==> config.mk <==
export PLATFORM = sky130hd
export DESIGN_NAME = bus_source_arbiter
export DESIGN_NICKNAME = d
export VERILOG_FILES = /design/src/rtl/bus_source_arbiter.sv
export SDC_FILE = /design/constraint.sdc
export NUM_CORES = 1
export LEC_CHECK = 0
export BUFFER_PORTS_ARGS = -buffer_cell sky130_fd_sc_hd__buf_2
export CORE_MARGIN = 4
export CORE_UTILIZATION = 57
export CTS_CLUSTER_DIAMETER = 40
export DETAILED_ROUTE_END_ITERATION = 8
export GPL_TIMING_DRIVEN = 0
export PLACE_DENSITY = 0.79
export SLEW_MARGIN = 40
export SYNTH_ARGS = -nofsm -noshare
export SYNTH_HDL_FRONTEND = slang
export SYNTH_SLANG_ARGS = --single-unit
==> constraint.sdc <==
create_clock -name clock -period 6.4 [get_ports clock]
set_input_delay 1.6 -clock clock [delete_from_list [all_inputs] [get_ports clock]]
set_output_delay 1.6 -clock clock [all_outputs]
set_load 0.05 [all_outputs]
==> src/rtl/bus_source_arbiter.sv <==
// -----------------------------------------------------------------------------
// bus_source_arbiter
//
// Registered round-robin arbiter for the 32-to-1 datapath bus multiplexer.
// Each cycle it picks exactly one requesting source, starting the search at a
// rotating pointer. The chosen index is presented as a 5-bit select and as a
// one-hot grant. A transfer can be locked with hold. Cycles in which the
// control unit asserted more than one request are flagged and counted.
//
// Ports
//   clock          in   1   system clock, rising edge
//   clear          in   1   synchronous active-high reset
//   req            in  32   per-source bus request, bit i = mux input In<i>
//   hold           in   1   keep the current grant while its request stays up
//   Sel0..Sel4     out  1   registered mux select, Sel4 = MSB
//   grant          out 32   registered one-hot grant, zero when idle
//   busValid       out  1   registered, grant/Sel name a live source
//   conflict       out  1   registered, >1 request bit seen last cycle
//   conflictCount  out  8   saturating count of conflict cycles
//
// State table
//   ST_IDLE    | no source drives the bus, select parked on last value
//   ST_GRANTED | grant/Sel valid; may be locked by hold
// -----------------------------------------------------------------------------
module bus_source_arbiter (
  input  logic        clock,
  input  logic        clear,
  input  logic [31:0] req,
  input  logic        hold,
  output logic        Sel0,
  output logic        Sel1,
  output logic        Sel2,
  output logic        Sel3,
  output logic        Sel4,
  output logic [31:0] grant,
  output logic        busValid,
  output logic        conflict,
  output logic [7:0]  conflictCount
);

  typedef enum logic {
    ST_IDLE    = 1'b0,
    ST_GRANTED = 1'b1
  } state_e;

  state_e      state_q, state_d;
  logic [4:0]  ptr_q, ptr_d;
  logic [4:0]  cur_q, cur_d;
  logic [31:0] grant_q, grant_d;
  logic        conflict_q, conflict_d;
  logic [7:0]  conflict_count_q, conflict_count_d;

  logic        win_found;
  logic [4:0]  win_idx;
  logic [4:0]  scan_idx;
  logic        locked;
  logic        multi_req;

  // Rotating priority scan: first set request at or above ptr, wrapping 31->0.
  // The 5-bit add wraps naturally.
  always_comb begin
    win_found = 1'b0;
    win_idx   = '0;
    scan_idx  = '0;
    for (int i = 0; i < 32; i++) begin
      scan_idx = ptr_q + 5'(i);
      if (!win_found && req[scan_idx]) begin
        win_found = 1'b1;
        win_idx   = scan_idx;
      end
    end
  end

  // Clearing the lowest set bit leaves something only if two or more were set.
  assign multi_req = |(req & (req - 32'd1));

  assign locked = hold && (state_q == ST_GRANTED) && req[cur_q];

  always_comb begin
    state_d = state_q;
    ptr_d   = ptr_q;
    cur_d   = cur_q;
    grant_d = grant_q;

    case (state_q)
      ST_IDLE: begin
        if (win_found) begin
          state_d = ST_GRANTED;
          grant_d = 32'd1 << win_idx;
          cur_d   = win_idx;
          ptr_d   = win_idx + 5'd1;
        end
      end
      ST_GRANTED: begin
        if (locked) begin
          // Lock wins over every other request; nothing moves.
          state_d = ST_GRANTED;
        end else if (win_found) begin
          state_d = ST_GRANTED;
          grant_d = 32'd1 << win_idx;
          cur_d   = win_idx;
          ptr_d   = win_idx + 5'd1;
        end else begin
          // cur stays put so the mux select does not toggle while idle.
          state_d = ST_IDLE;
          grant_d = '0;
        end
      end
      default: begin
        state_d = ST_IDLE;
        grant_d = '0;
      end
    endcase

    conflict_d       = multi_req;
    conflict_count_d = conflict_count_q;
    if (multi_req && (conflict_count_q != 8'hFF)) begin
      conflict_count_d = conflict_count_q + 8'd1;
    end
  end

  always_ff @(posedge clock) begin
    if (clear) begin
      state_q          <= ST_IDLE;
      ptr_q            <= '0;
      cur_q            <= '0;
      grant_q          <= '0;
      conflict_q       <= 1'b0;
      conflict_count_q <= '0;
    end else begin
      state_q          <= state_d;
      ptr_q            <= ptr_d;
      cur_q            <= cur_d;
      grant_q          <= grant_d;
      conflict_q       <= conflict_d;
      conflict_count_q <= conflict_count_d;
    end
  end

  assign Sel0          = cur_q[0];
  assign Sel1          = cur_q[1];
  assign Sel2          = cur_q[2];
  assign Sel3          = cur_q[3];
  assign Sel4          = cur_q[4];
  assign grant         = grant_q;
  assign busValid      = (state_q == ST_GRANTED);
  assign conflict      = conflict_q;
  assign conflictCount = conflict_count_q;

endmodule
# Word-level counts from Yosys, hierarchy flattened

Cells that the tools add are included.

Order comparisons: 33
Multiply operators: 0
Equal/unequal tests: 3
Muxes and demuxes: 143
Bitwise operators: 2
$add $sub $neg: 34
Divide/modulo/power cells: 0
Reductions and logical operators: 67
Shift operators: 1

Operators with widths:

| cell                                                                          | number |
|---|---|
| 5-bit by 6-bit less-than comparator with 1-bit output (second input constant) | 33 |
| 5-bit 2-to-1 mux                                                              | 36 |
| 1-bit binary-select mux with 5-bit select                                     | 33 |
| 32-bit 2-to-1 mux                                                             | 3 |
| 5-bit adder (second input constant)                                           | 16 |
| 1-bit 2-to-1 mux                                                              | 67 |
| 32-bit one-hot mux with 2 select lines                                        | 1 |
| 5-bit by 4-bit adder with 5-bit output (second input constant)                | 8 |
| 1-bit logical AND                                                             | 34 |
| 32-bit bitwise AND                                                            | 1 |
| 32-bit OR reduction                                                           | 1 |
| 1-bit by 5-bit left shift with 32-bit output (first input constant)           | 1 |
| 32-bit by 1-bit subtractor with 32-bit output (second input constant)         | 1 |
| 1-bit logical NOT                                                             | 31 |
| 5-bit by 3-bit adder with 5-bit output (second input constant)                | 4 |
| 5-bit one-hot mux with 2 select lines                                         | 2 |
| 5-bit by 1-bit adder with 5-bit output (second input constant)                | 2 |
| 5-bit by 2-bit adder with 5-bit output (second input constant)                | 2 |
| 8-bit by 1-bit adder with 8-bit output (second input constant)                | 1 |
| 8-bit inequality test (second input constant)                                 | 1 |
| 2-bit inequality test (second input constant)                                 | 2 |
| 1-bit one-hot mux with 2 select lines                                         | 1 |
| 2-bit AND reduction                                                           | 1 |
| 1-bit NOT                                                                     | 1 |

RAM bits: 0
Latch bits: 0
ROM bits: 0
Word-level logic and storage cells: 289
Memories: 0
Register bits after elaboration: 52
Output and inout bits: 47
Input port bits: 35

# Logic depth before layout (Yosys ltp)

Depth after elaboration: 100
Gate-level depth with buffers: 28
Mapped depth without buffers: 19

# Worst setup path before layout

No wires, ideal clock.

Kind: register to register
Start point: register ptr_q[1]
End point: register grant_q[15], in the netlist grant[15]
Cell stages (with the launch flop): 26
Clock period less this slack: 6.012 ns
Buffers on the path: 8
Library setup time: 0.128 ns
Data required time: 6.272 ns
Path slack: 0.388 ns
Arrival: 5.884 ns
Cell sequence: dfxtp_1 > buf_4 > buf_6 > buf_2 > buf_2 > clkinv_1 > ha_1 > buf_6 > buf_2 > mux2_2 > mux2_2 > mux4_2 > mux2i_1 > and3_1 > buf_4 > and4_1 > buf_2 > o211ai_1 > nand4_1 > o311ai_1 > or4_1 > ha_1 > ha_1 > and2_1 > a32oi_1 > nor2_1

Word-level cells in the longest chain between the ends: 100
Elaborated cells on any way between the ends: 228
Classes of those cells: 31 x add/sub; 1 x eq/ne; 1 x shift; 132 x mux; 63 x reduce/logical

RTL lines:

| what                                                                            | RTL line | source |
|---|---|---|
| from (decl)                                                                     | 47       | `logic [4:0] ptr_q, ptr_d;` |
| from (signal assigned)                                                          | 132      | `ptr_q <= ptr_d;` |
| branches (longest 95 deep; another with 5-bit by 1-bit adder with 5-bit output) | --       |  |
| 5-bit 2-to-1 mux (*)                                                            | 67       | `if (!win_found && req[scan_idx]) begin` |
| net win_idx[1]                                                                  | 54       | `logic [4:0] win_idx;` |
| 1-bit by 5-bit left shift with 32-bit output (*)                                | 89, 100  |  |
| 32-bit 2-to-1 mux                                                               | 98       | `end else if (win_found) begin` |
| 32-bit 2-to-1 mux                                                               | 95       | `if (locked) begin` |
| 32-bit one-hot mux with 2 select lines (*)                                      | 85       | `case (state_q)` |
| to (signal assigned)                                                            | 134      | `grant_q <= grant_d;` |
| to (decl)                                                                       | 49       | `logic [31:0] grant_q, grant_d;` |

Mark *: on every way through the listed nets, which the timed path passes. The select of a mux whose other input is x is not followed.
A chain may end at the register's enable or synchronous reset.

# Worst setup path in the final report

Same ends and word-level chain as after synthesis.

==> impl_metrics.yaml <==
clock_tree:
  clockRootBuffer: "clkbuf_16"
  postCtsHoldBufs: 0
  numCtsBuffers: 5
  clk_latency_ns: 0.29
  cts_tree: "built"
  htreeDepth: 2
  clk_pin_slew_ns: 0.07
  cts_sinks: 52
  clk_path_buf_depth: 2
global_routing:
  met1_usage: 0.5740
  grt_start_max_net_pins: 19
  grt_overflow_total: 0
  grt_use_met3: 0.1571
  grt_usage: 0.4460
  top_usage_layer: "met2"
  grt_pass1_wl_mm: 69.08
  met2_usage: 0.6576
  antenna_found_initial: 0
  grt_pass1_vias: 11084
hold_path:
  hp-start: "grant[7]"
  hp-class: "flop to flop"
sta:
  setup_ws_ns: 0.1129
  setup_violations: 0
  hold_viol: 0
  hold_ws_ns: 0.4619
  period_share: 0.9824
  maxSlewViolCount: 0
  fmax_mhz: 159.1
  fin_tns_setup_ns: 0
  layout_min_cycle_time_ns: 6.287
  tightest_slew_ns: 0.9698
  skew_ns: 0.007314
  max-slew-margin-rel: 0.3488
yosys:
  synth_area_mm2: 0.01048
  ys.flop_type: "dfxtp_1"
  synth-edff-count: 0
  syn-num-nets: 1212
  netlist_instances: 1159
  syn_avg_cell_area_um2: 9.041
  ys_async_sr_fraction: 0
  yosysSeqAreaShare: 0.09934
  synth.distinct_cells: 93
  ys_ff_latch: 52
  synth_warnings: 0
finish:
  fill_cells: 1528
  syn2layout_area_growth_pct: 13.40
  finish.utilization: 0.6592
  layout_common_cells: "106 x buf_2, 106 x mux4_2, 94 x mux2i_1"
  fin_nets: 1315
  drive_gt1_frac: 0.3215
die:
  io_pins: 82
  die_x_um: 143.6
  die_h_um: 143.6
  rows: 49
  coreArea_mm2: 0.01802
  dieArea_mm2: 0.02062
  start_util: 0.5814
drt:
  drt-initial-drc-count: 1690
  routed_wire_length_per_instance_um: 31.19
  drc_errors: 0
  avgViaCountPerCell: 7.857
  routed_wl_mm: 46.56
  ant_nets: 0
  drt_pass1_iterations: 5
  vias: 11730
critical_path:
  cpPeakStageDelay_ns: 0.64
  cp-startpoint: "ptr_q[1]"
  crit_top_cell: "buf_8"
  rr_endpoint: "grant[15]"
  critPathMaxFanout: 13
  crit-reg2reg-launch: "ptr_q[1]"
  crit_slowest_cell: "mux4_2"
  cp.arrival_ns: 6.46
  worstSetupPathType: "flop to flop"
  crit_required_ns: 6.57
  ff2ff_path_depth: 28
  crit_path_end_kind: "flop"
  endpoint: "grant[15]"
  start_kind: "flop"
  reg2reg_slack_ns: 0.11
run:
  max-cap-violations: 0
placement:
  dp_hpwl_mm: 35.98
  dp_slack_ns: -1.929
  portBuffers: 81
  gp_congestion: 1.090
run_status:
  status: "finished, final reports clean"
sequential cells by signal, indices dropped and copies added, names as in the netlist:
signal         count
cur_q              5
ptr_q              5
busValid           1
grant             32
conflictCount      8
conflict           1
repair_timing:
| action | 4_1_cts | 5_1_grt |
|---|---|---|
| endpoints found under the setup margin | 43 | 41 |
| setup buffers | 5 | 12 |
| pin swaps | 5 | 5 |
| gates cloned | 0 | 0 |
| gates resized for setup | 50 | 31 |
layout make-up:
cell class | count | area (um^2) | share of cell area
Clock inverter | 3 | 27.53 | 0.002317
Clock buffer | 5 | 125.1 | 0.01053
Timing Repair Buffer | 98 | 533.0 | 0.04486
Antenna cell | 1 | 2.502 | 0.0002106
Tap cell | 229 | 286.5 | 0.02411
Sequential cell | 52 | 1047 | 0.08813
Inverter | 28 | 117.6 | 0.009898
Multi-Input combinational cell | 974 | 9116 | 0.7672
Buffer | 103 | 626.9 | 0.05275
metal layers:
layer,up-vias,wire [um],share of wire
li1,4792,-,-
met1,5595,16350,0.35
met2,1074,19400,0.42
met3,267,6973,0.15
met4,2,3751,0.081
met5,-,87,0.0019
cell families after synthesis:
logic type,after synthesis,synth area share
AOI/OAI and AO/OA,275,0.1925
xor gates and xnor gates,39,0.03690
adders and majority gates,22,0.02531
buffers and inverters,133,0.06137
DFF,52,0.09934
muxes,288,0.4117
and+or+nand+nor,350,0.1729
synth_stat cells, drive strengths merged (11+ instances only):
library cell  instances  area share
a211oi               15       0.012
a21oi                47       0.024
a22o                 14       0.012
a32o                 17       0.016
and2                 16      0.0096
and3                 13      0.0078
buf                  54       0.033
clkbuf               51       0.018
dfxtp                52       0.099
ha                   18       0.021
inv                  27      0.0097
mux2                 78       0.084
mux2i               104        0.10
mux4                106        0.23
nand2                81       0.029
nand2b               15      0.0090
nand3                33       0.017
nor2                 88       0.032
nor3                 30       0.016
o211ai               11      0.0084
o21ai                49       0.024
o22ai                13      0.0078
or3                  15      0.0090
xnor2                32       0.030
critical path: cells and delay by family (launching register included):
| kind | cells | cell delay [ns] |
|---|---|---|
| AO/OA/AOI/OAI | 4 | 0.90 |
| adder cells (fa/ha/maj) | 3 | 0.86 |
| buffers and inverters | 11 | 1.76 |
| flip-flops | 1 | 0.45 |
| multiplexers | 4 | 1.24 |
| AND/OR/NAND/NOR | 6 | 0.92 |
through the flow:
| step | instance area (um^2) | instances |
|---|---|---|
| floorplan | 10480 | 1159 |
| global placement | 11170 | 1469 |
| detailed placement | 11230 | 1469 |
| CTS | 11630 | 1480 |
| global route | 11880 | 1492 |
| finish | 11880 | 1493 |
how the worst min path moves through the flow:
stage	slack [ns]	cells past startpoint	to
after floorplan	0.67	2	grant[12]
after global placement	0.45	1	grant[24]
after detailed placement	0.45	1	grant[26]
after CTS	0.47	2	grant[7]
after global routing	0.49	1	grant[20]
final	0.46	2	grant[7]
Power is left out: the tool's default activity adds up to more than one toggle a clock period on the data nets, which glitch-free logic cannot reach.
